### src/rtl/aes_seq_ctrl.sv
// Byte-serial AES-128 encryption sequencer.
// Drives ShiftRows/MixColumns/converter controls, key-schedule strobes and output flags.
module aes_seq_ctrl #(
  parameter int OUT_LAT = 1
) (
  input  logic       clk,
  input  logic       rst,
  input  logic       start,
  input  logic       din_valid,
  output logic       din_ready,
  output logic       pld,
  output logic [1:0] c3,
  output logic [7:0] mc_en,
  output logic       ks_load,
  output logic       ks_en,
  output logic [3:0] round,
  output logic       dout_valid,
  output logic       busy,
  output logic       done,
  output logic       err
);

  typedef enum logic [2:0] {
    IDLE,
    LOAD,
    RUN,
    FLUSH,
    DONE
  } state_t;

  localparam logic [3:0] FLUSH_LAST = 4'(OUT_LAT - 1);

  state_t             state;
  state_t             state_nxt;
  logic   [3:0]       byte_cnt;
  logic   [OUT_LAT-1:0] dv_pipe;
  logic               last_byte;
  logic               fin_rnd;
  logic               run_fin;

  assign last_byte  = (byte_cnt == 4'hf);
  assign fin_rnd    = (round == 4'd10);
  assign run_fin    = (state == RUN) && fin_rnd;
  assign dout_valid = dv_pipe[OUT_LAT-1];

  always_ff @(posedge clk) begin
    if (!rst) begin
      state    <= IDLE;
      byte_cnt <= 4'h0;
      round    <= 4'h0;
      err      <= 1'b0;
    end else begin
      state <= state_nxt;
      unique case (state)
        IDLE: begin
          if (start) begin
            err      <= 1'b0;
            byte_cnt <= 4'h0;
            round    <= 4'h0;
          end
        end
        LOAD: begin
          if (din_valid) begin
            byte_cnt <= byte_cnt + 4'h1;
            if (last_byte) round <= 4'd1;
          end else if (byte_cnt != 4'h0) begin
            // gap after byte 0: the datapath cannot stall, so abort
            err      <= 1'b1;
            byte_cnt <= 4'h0;
          end
        end
        RUN: begin
          byte_cnt <= byte_cnt + 4'h1;
          if (last_byte && !fin_rnd) round <= round + 4'h1;
        end
        FLUSH: begin
          byte_cnt <= byte_cnt + 4'h1;
          if (byte_cnt == FLUSH_LAST) begin
            byte_cnt <= 4'h0;
            round    <= 4'h0;
          end
        end
        DONE: ;
        default: ;
      endcase
    end
  end

  // dout_valid follows the final round by OUT_LAT clocks
  always_ff @(posedge clk) begin
    if (!rst) begin
      dv_pipe <= '0;
    end else begin
      dv_pipe[0] <= run_fin;
      for (int i = 1; i < OUT_LAT; i++) dv_pipe[i] <= dv_pipe[i-1];
    end
  end

  always_comb begin
    state_nxt = state;
    unique case (state)
      IDLE:  if (start) state_nxt = LOAD;
      LOAD: begin
        if (din_valid && last_byte) state_nxt = RUN;
        else if (!din_valid && byte_cnt != 4'h0) state_nxt = IDLE;
      end
      RUN:   if (last_byte && fin_rnd) state_nxt = FLUSH;
      FLUSH: if (byte_cnt == FLUSH_LAST) state_nxt = DONE;
      DONE:  state_nxt = IDLE;
      default: state_nxt = IDLE;
    endcase
  end

  always_comb begin
    din_ready = 1'b0;
    pld       = 1'b0;
    c3        = 2'b00;
    mc_en     = 8'h00;
    ks_load   = 1'b0;
    ks_en     = 1'b0;
    done      = 1'b0;
    busy      = (state != IDLE);
    unique case (state)
      LOAD: begin
        din_ready = 1'b1;
        ks_en     = din_valid;
        ks_load   = din_valid && (byte_cnt == 4'h0);
      end
      RUN: begin
        ks_en = 1'b1;
        c3    = byte_cnt[1:0];
        if (!fin_rnd) begin
          mc_en = {4'h0, 4'b0001 << byte_cnt[1:0]};
          pld   = &byte_cnt[1:0];
        end
      end
      DONE: done = 1'b1;
      default: ;
    endcase
  end

endmodule
### config.mk
export PLATFORM = sky130hd
export DESIGN_NAME = aes_seq_ctrl
export DESIGN_NICKNAME = d
export VERILOG_FILES = /design/src/rtl/aes_seq_ctrl.sv
export SDC_FILE = /design/constraint.sdc
export NUM_CORES = 1
export LEC_CHECK = 0
export ABC_AREA = 1
export BUFFER_PORTS_ARGS = -buffer_cell sky130_fd_sc_hd__buf_2
export CORE_ASPECT_RATIO = 0.9
export CORE_MARGIN = 2
export CORE_UTILIZATION = 30
export CTS_BUF_LIST = sky130_fd_sc_hd__clkbuf_8 sky130_fd_sc_hd__clkbuf_16
export DETAILED_ROUTE_END_ITERATION = 10
export GPL_TIMING_DRIVEN = 0
export MAX_ROUTING_LAYER = met4
export PLACE_DENSITY_LB_ADDON = 0.2
export SYNTH_ARGS = -nofsm -noshare
export SYNTH_HDL_FRONTEND = slang
export SYNTH_SLANG_ARGS = --single-unit
### constraint.sdc
create_clock -name clk -period 3.49 [get_ports clk]
set_input_delay 0.1745 -clock clk [delete_from_list [all_inputs] [get_ports clk]]
set_output_delay 0.1745 -clock clk [all_outputs]
set_load 0.01 [all_outputs]
==> results of run 1 <==
-- tightest hold or removal path, stage by stage --
cell	delay, ps
buf_2	150
nand2_1	80
nor2_1	30
-- synthesized netlist by cell type, types with 2 or more instances --
master | instances | area share, %
nor3_1 | 5 | 2.6
buf_4 | 5 | 3.9
nand2_2 | 3 | 1.9
o21ai_0 | 7 | 3.6
nor2_1 | 24 | 9.3
nand3_2 | 2 | 2.1
inv_1 | 22 | 8.5
a21oi_1 | 5 | 2.6
nand3_1 | 14 | 7.3
nand2_1 | 31 | 12
nand4_1 | 3 | 1.9
ha_1 | 6 | 7.8
dfxtp_1 | 13 | 27
-- registers in the layout, indices dropped and copies added (netlist names) --
signal / flops
byte_cnt: 4
round: 4
state: 3
dout_valid: 1
err: 1
-- cell families (layout without fill, tap and decap cells) --
family	Yosys count	count (layout)
and+or+nand+nor	86	86
buffers and inverters	29	54
AOI/OAI and AO/OA	14	14
DFF	13	13
adders and majority gates	6	6
xor gates and xnor gates	2	2
other	1	4
-- through the flow --
step	area, µm²	hold WS (ps)	total power, µW	setup slack (ps)
3_3_place_gp	1130	434	633	1940
6_report	1180	231	764	1790
3_5_place_dp	1130	437	639	1900
5_1_grt	1180	244	845	1590
4_1_cts	1180	220	774	1760
2_1_floorplan	977	295	526	2070
-- metal layers --
layer	wire length [µm]	up-vias	global-route usage, %
li1	-	526	-
met2	1020	20	21.9
met1	1120	435	16.4
met3	106	2	3.88
met5	0	-	-
met4	18	0	4.35
-- worst max path at each step --
stage | slack, ps | depth (start not counted) | start | end
2_1_floorplan | 2070 | 6 | round[0] | mc_en[3]
3_3_place_gp | 1940 | 8 | byte_cnt[0] | byte_cnt[1]
3_5_place_dp | 1900 | 8 | byte_cnt[0] | byte_cnt[0]
4_1_cts | 1760 | 7 | round[0] | mc_en[3]
5_1_grt | 1590 | 7 | round[0] | mc_en[3]
6_report | 1790 | 7 | round[0] | mc_en[3]
-- where the power goes --
| group | internal [µW] | switching [µW] |
|---|---|---|
| logic | 145 | 276 |
| registers | 178 | 34.2 |
| clock network | 77.6 | 53.2 |
-- layout make-up --
type	count	area share, %
Multi-Input combinational cell	112	49.8
Sequential cell	13	22.1
Timing Repair Buffer	21	8.91
Inverter	23	7.32
Tap cell	42	4.45
Buffer	6	3.61
Clock buffer	3	3.50
Clock inverter	1	0.318
==> impl_metrics.env, run 1 <==
export IMPL_outcome="completed"
export IMPL_nNetsFinal=190
export IMPL_grt_use_total_pct=13.6
export IMPL_wire_per_inst_um=10.2
export IMPL_cp_required_ps=3320
export IMPL_hold_buffers=0
export IMPL_clk_pin_slew_worst_paths_ps=60
export IMPL_hold_class="in2reg"
export IMPL_p_leak_uw=0.000611
export IMPL_seq_area_um2=260
export IMPL_firstDrtPassIters=4
export IMPL_yosys_warnings=0
export IMPL_r2r_start="byte_cnt[0]"
export IMPL_synth_area_um2=966
export IMPL_gp_congestion=0.832
export IMPL_synth_cell_type_count=24
export IMPL_synth_edf_count=0
export IMPL_layoutNonFillerInstCount=221
export IMPL_cp_end_kind="primary output"
export IMPL_yosysSeqAreaShare_pct=26.9
export IMPL_num_io_pins=26
export IMPL_synth_xor_area_share_pct=1.81
export IMPL_hold_end="state[1]"
export IMPL_reg2reg_to="byte_cnt[0]"
export IMPL_critPathMaxStageDelay_ps=410
export IMPL_whs_path_depth=3
export IMPL_ff2ff_setup_slack_ps=1910
export IMPL_hold_viol_final=0
export IMPL_grt_max_degree=11
export IMPL_ant_nets=0
export IMPL_grt_pass1_wl_um=3840
export IMPL_finalMaxSlewViolations=0
export IMPL_htree_levels=1
export IMPL_dp_hpwl_um=1800
export IMPL_synthMuxAreaShare_pct=0
export IMPL_crit_path_start_kind="flop"
export IMPL_fin_crit_sh_pct=48.7
export IMPL_ir_worst_vdd_mv=0.218
export IMPL_clockBufferDepth=2
export IMPL_synth_ff_type="dfxtp_1"
export IMPL_hp_start="rst"
export IMPL_maxCapViolCount=0
export IMPL_min_period_ps=1700
export IMPL_worst_r2r_cell_count=8
export IMPL_fill_cells=349
export IMPL_cp_max_fo=6
export IMPL_synth_top_family_by_area="simple AND/OR/NAND/NOR gates"
export IMPL_die_area_um2=3690
export IMPL_p_per_area_nw_per_um2=648
export IMPL_fp_row_count=19
export IMPL_finish_utilization_pct=38.5
export IMPL_post_cts_resized=0
export IMPL_syn_inst=151
export IMPL_synthArstFlopShare_pct=0
export IMPL_die_h_um=57.8
export IMPL_clock_fmax_mhz=588
export IMPL_multi_input_area_um2=588
export IMPL_clkLatencyLatePin_ps=240
export IMPL_rsz0062_at_grt="no"
export IMPL_skew_ps=2.21
export IMPL_grt_pass1_vias=883
export IMPL_clock_sinks=13
export IMPL_diodes=0
export IMPL_critPathBufInv=3
export IMPL_grt_antenna_before_repair=0
export IMPL_cts_setup_buffers=0
export IMPL_path_delay_family="flip-flops"
export IMPL_synth_fa_ha_area_share_pct=7.77
export IMPL_drtIter0Drc=53
export IMPL_critPathSlowestCell="dfxtp_1"
export IMPL_drive_above_1_share_pct=22.3
export IMPL_worstPathCellList="inv_1, ha_1, nand3_1, nand2_1, nor2_1, buf_4, buf_2"
export IMPL_dr_total_vias=983
export IMPL_root_buffer="clkbuf_8"
export IMPL_fin_tns_setup_ps=0
export IMPL_cts_tree="yes"
export IMPL_path_class="reg2out"
export IMPL_synth_simple_gate_area_share_pct=40.9
export IMPL_core_area_um2=3070
export IMPL_die_w_um=63.8
export IMPL_ys_ff_latch=13
export IMPL_cts_made_buffers=3
export IMPL_gr_total_overflow=0
export IMPL_setup_violations=0
export IMPL_mostFrequentLayoutCells="nand2_1, nor2_1, inv_1"
export IMPL_start_util_pct=31.5
export IMPL_wirelength_um=2260
export IMPL_syn_avg_cell_area_um2=6.40
export IMPL_layout_commonest_cell="nand2_1"
export IMPL_synth_compound_gate_area_share_pct=8.81
export IMPL_syn_to_final_growth_pct=22.2
export IMPL_worstPathArrival_ps=1530
export IMPL_port_buffers=21
export IMPL_dp_cells=217
export IMPL_vias_per_cell=4.45
export IMPL_drc=0
No activity file was read; power rests on OpenSTA's default activity.
==> run 2: changes to the inputs <==
clock period = 1.7 ns   (was 3.49 ns; I/O delays follow)
==> run 2 against run 1 <==
- non-clock buffer count unchanged
- register-to-register slack worse by 1700 ps
- sequential cell count unchanged
- clock skew about the same
- combinational power up 110%
- wire length up 0.53%
- global-route usage unchanged
- final area up 1.2%
- first-iteration DRC count down 32%
- power up 110%
- utilization up 0.45 points
- via count up 0.10%
==> impl_metrics.env, run 2 (synthesis results as in run 1) <==
export IMPL_num_io_pins=26
export IMPL_fill_cells=348
export IMPL_grt_pass1_wl_um=3840
export IMPL_min_period_ps=1540
export IMPL_gr_total_overflow=0
export IMPL_crit_path_start_kind="flop"
export IMPL_busiest_layer="met2"
export IMPL_clockBufferDepth=2
export IMPL_cp_max_fo=10
export IMPL_layout_commonest_cell="nand2_1"
export IMPL_grt_antenna_before_repair=0
export IMPL_critPathBufInv=3
export IMPL_fin_hold_ws_ps=140
export IMPL_clk_pin_slew_worst_paths_ps=60
export IMPL_fp_row_count=19
export IMPL_root_buffer="clkbuf_8"
export IMPL_r2r_start="byte_cnt[0]"
export IMPL_mostFrequentLayoutCells="nand2_1, inv_1, nor2_1"
export IMPL_ir_worst_vdd_mv=0.450
export IMPL_drtIter0Drc=36
export IMPL_layoutNonFillerInstCount=221
export IMPL_port_buffers=21
export IMPL_clkLatencyLatePin_ps=240
export IMPL_grt_use_total_pct=13.6
export IMPL_rsz0062_at_grt="no"
export IMPL_die_area_um2=3690
export IMPL_clock_fmax_mhz=648
export IMPL_drc=0
export IMPL_path_class="reg2out"
export IMPL_fin_crit_sh_pct=90.7
export IMPL_outcome="completed"
export IMPL_dr_total_vias=984
export IMPL_cts_made_buffers=3
export IMPL_die_h_um=57.8
export IMPL_cts_tree="yes"
export IMPL_cp_required_ps=1620
export IMPL_worstPathCellList="nor2_2, nand2_2, buf_2, nor2_1, buf_4, buf_2"
export IMPL_cts_setup_buffers=0
export IMPL_vias_per_cell=4.45
export IMPL_grt_max_degree=11
export IMPL_drive_above_1_share_pct=24.6
export IMPL_nNetsFinal=190
export IMPL_fin_tns_setup_ps=0
export IMPL_wirelength_um=2270
export IMPL_hold_viol_final=0
export IMPL_hold_class="in2reg"
export IMPL_ant_nets=0
export IMPL_hp_start="rst"
export IMPL_setup_violations=0
export IMPL_hold_end="state[1]"
export IMPL_dp_cells=217
export IMPL_grt_pass1_vias=883
export IMPL_dp_hpwl_um=1800
export IMPL_syn_to_final_growth_pct=23.6
export IMPL_path_common_cell="buf_2"
export IMPL_skew_ps=2.15
export IMPL_wire_per_inst_um=10.3
export IMPL_ff2ff_setup_slack_ps=190
export IMPL_reg2reg_to="byte_cnt[0]"
export IMPL_use_met3_pct=3.88
export IMPL_clock_sinks=13
export IMPL_use_met1_pct=16.4
export IMPL_path_delay_family="buffers and inverters"
export IMPL_gp_congestion=0.832
export IMPL_start_util_pct=31.5
export IMPL_cp_end_kind="primary output"
export IMPL_globalRouteMet2Util_pct=21.9
export IMPL_die_w_um=63.8
export IMPL_htree_levels=1
export IMPL_worstPathArrival_ps=1460
export IMPL_firstDrtPassIters=4
export IMPL_maxCapViolCount=0
export IMPL_finalMaxSlewViolations=0
export IMPL_whs_path_depth=3
export IMPL_diodes=0
export IMPL_critPathMaxStageDelay_ps=360
export IMPL_biggestRegsByFlops="byte_cnt (4), round (4), state (3)"
export IMPL_post_cts_resized=0
export IMPL_p_leak_uw=0.000618
export IMPL_critPathSlowestCell="dfxtp_1"
export IMPL_hold_buffers=0
export IMPL_core_area_um2=3070
export IMPL_worst_r2r_cell_count=8
export IMPL_p_per_area_nw_per_um2=1330
==> run 2: cell counts in the layout (fill, tap and decap cells not counted) <==
Identical to the previous run, type by type.
==> run 2: worst max path at each step <==
stage | start | to | slack, ps | cells past startpoint
global route | byte_cnt[0] | byte_cnt[3] | 20 | 8
finish | state[2] | mc_en[3] | 160 | 6
CTS | round[0] | mc_en[3] | 60 | 7
global placement | byte_cnt[0] | byte_cnt[1] | 150 | 8
floorplan | byte_cnt[0] | round[0] | 340 | 8
detailed placement | byte_cnt[0] | byte_cnt[0] | 110 | 8
==> run 2: stage by stage <==
stage	setup WS (ps)	area (µm²)	utilization (%)	power [µW]
2_1_floorplan	337	977	-	1080
3_3_place_gp	148	1130	37.0	1300
3_5_place_dp	112	1130	37.0	1310
4_1_cts	59.1	1180	38.5	1590
5_1_grt	22.3	1190	38.9	1750
6_report	158	1190	38.9	1590
==> run 2: per-layer routing <==
layer / vias to the layer above / part of all wire (%)
li1: 525 / -
met1: 439 / 49
met2: 18 / 45
met3: 2 / 4.5
met4: 0 / 0.79
met5: - / 0
==> run 2: layout make-up <==
type	count	area, µm²	area share (%)
tap	42	52.6	4.40
clock inverter	1	3.75	0.314
buffer	6	42.5	3.56
sequential	13	262	21.9
multi-input combinational	112	601	50.3
clock buffer	3	41.3	3.46
inverter	23	86.3	7.23
timing repair buffer	21	105	8.81
==> run 2: report_power, final <==
part	switching [µW]	internal [µW]	total, µW	leakage [µW]
combinational	572	305	876	0.000485
sequential	72.0	369	441	0.000106
clock	109	159	269	0.0000269
==> run 2: tightest hold or removal path, cell delays in order <==
cell     delay, ps
buf_2          150
nand2_1         70
nor2_1          30
==> run 3: changes to the inputs <==
CELL_PAD_IN_SITES_DETAIL_PLACEMENT = 0   (was default)
CELL_PAD_IN_SITES_GLOBAL_PLACEMENT = 1   (was default)
==> run 3 against run 2 <==
- worst setup slack worse by 6.0 ps
- highest routed layer unchanged
- maximum frequency down 0.39%
- final area increased by 0.42%
- non-clock buffer count did not move
- global-route usage grew 0.71 points
- clock skew is 1.0 ps lower
- die area unchanged
- largest cell class unchanged
- sequential cell count unchanged
- via count is 0.91% lower
- critical path type unchanged
- clock power is 3% higher
- final cell count unchanged
- critical path depth is the same
==> impl_metrics.env, run 3 (synthesis results as in run 1) <==
export IMPL_vias_per_cell=4.41
export IMPL_worst_r2r_cell_count=8
export IMPL_critPathBufInv=3
export IMPL_nNetsFinal=190
export IMPL_clock_sinks=13
export IMPL_grt_pass1_vias=905
export IMPL_drive_above_1_share_pct=26.3
export IMPL_core_area_um2=3070
export IMPL_crit_path_start_kind="flop"
export IMPL_critPathSlowestCell="dfxtp_1"
export IMPL_hold_class="in2reg"
export IMPL_cp_max_fo=10
export IMPL_grt_max_degree=11
export IMPL_syn_to_final_growth_pct=24.1
export IMPL_clk_pin_slew_worst_paths_ps=60
export IMPL_outcome="completed"
export IMPL_fin_tns_setup_ps=0
export IMPL_whs_path_depth=3
export IMPL_worstPathCellList="nor2_2, nand2_2, buf_2, nor2_1, buf_4, buf_2"
export IMPL_place_ws_ps=128
export IMPL_finalMaxSlewViolations=0
export IMPL_finish_utilization_pct=39.1
export IMPL_fin_crit_sh_pct=91.1
export IMPL_grt_antenna_before_repair=0
export IMPL_cp_depth=6
export IMPL_fp_row_count=19
export IMPL_firstDrtPassIters=4
export IMPL_wirelength_um=2380
export IMPL_cp_end_kind="primary output"
export IMPL_rsz0062_at_grt="no"
export IMPL_biggestRegsByFlops="byte_cnt (4), round (4), state (3)"
export IMPL_cts_made_buffers=3
export IMPL_seq_area_um2=262
export IMPL_port_buffers=21
export IMPL_fill_cells=344
export IMPL_hold_viol_final=0
export IMPL_maxCapViolCount=0
export IMPL_min_period_ps=1550
export IMPL_dp_hpwl_um=1830
export IMPL_path_class="reg2out"
export IMPL_drtIter0Drc=21
export IMPL_die_w_um=63.8
export IMPL_clock_fmax_mhz=646
export IMPL_gp_congestion=0.764
export IMPL_power_uw=1600
export IMPL_diodes=0
export IMPL_die_h_um=57.8
export IMPL_fin_ws_ps=152
export IMPL_clockBufferDepth=2
export IMPL_multi_input_area_um2=606
export IMPL_skew_ps=1.12
export IMPL_dr_total_vias=975
export IMPL_ant_nets=0
export IMPL_mostFrequentLayoutCells="nand2_1, nor2_1, inv_1, buf_2"
export IMPL_drc=0
export IMPL_die_area_um2=3690
export IMPL_wire_per_inst_um=10.8
export IMPL_worstPathArrival_ps=1460
export IMPL_num_io_pins=26
export IMPL_clkLatencyLatePin_ps=240
export IMPL_ir_worst_vdd_mv=0.399
export IMPL_setup_violations=0
export IMPL_cp_required_ps=1620
export IMPL_cts_tree="yes"
export IMPL_p_per_area_nw_per_um2=1330
export IMPL_grt_pass1_wl_um=4070
export IMPL_layout_commonest_cell="nand2_1"
export IMPL_grt_use_total_pct=14.3
export IMPL_start_util_pct=31.5
export IMPL_path_common_cell="buf_2"
export IMPL_htree_levels=1
export IMPL_gr_total_overflow=0
export IMPL_design_area_um2=1200
export IMPL_path_delay_family="buffers and inverters"
export IMPL_root_buffer="clkbuf_8"
export IMPL_critPathMaxStageDelay_ps=360
export IMPL_dpl_cell_area_um2=1130
export IMPL_p_leak_uw=0.000616
-- run 3: power breakdown --
group | total (µW) | internal (µW) | leakage (µW) | switching, µW
registers | 445 | 368 | 0.000106 | 76.9
clock network | 276 | 160 | 0.0000269 | 117
logic | 876 | 307 | 0.000483 | 570
-- run 3: final timing paths --
kind,slack (ps),startpoint,end
setup / recovery,150,state[2],mc_en[3]
hold / removal,140,rst,state[1]
setup reg to reg,200,byte_cnt[1],byte_cnt[0]
hold reg to reg,450,err,err
-- run 3: area by class of cell --
class                      instances  area share [%]
multi-input combinational        112            50.5
sequential                        13            21.8
timing repair buffer              21            8.77
inverter                          23            7.20
tap                               42            4.38
buffer                             6            3.55
clock buffer                       3            3.44
clock inverter                     1           0.313
-- run 3: worst min-delay path: stages --
cell and delay (ps):
buf_2 150, nand2_1 80, nor2_1 30
-- run 3: stage by stage --
stage	hold slack [ps]	instances
global route	151	221
CTS	144	221
floorplan	205	154
finish	143	221
detailed placement	403	217
global placement	387	217
-- run 3: routing by layer --
metal  wire, µm  global-route usage, %
met3        114                   3.30
met5          0                      -
met1       1350                   20.3
met4         17                   3.73
met2        901                   20.2
-- run 3: what timing repair did --
| item | CTS | global route |
|---|---|---|
| buffers inserted | 0 | 0 |
| hold buffers | 0 | 0 |
| resized for setup | 0 | 7 |
| setup endpoints to repair | 0 | 12 |
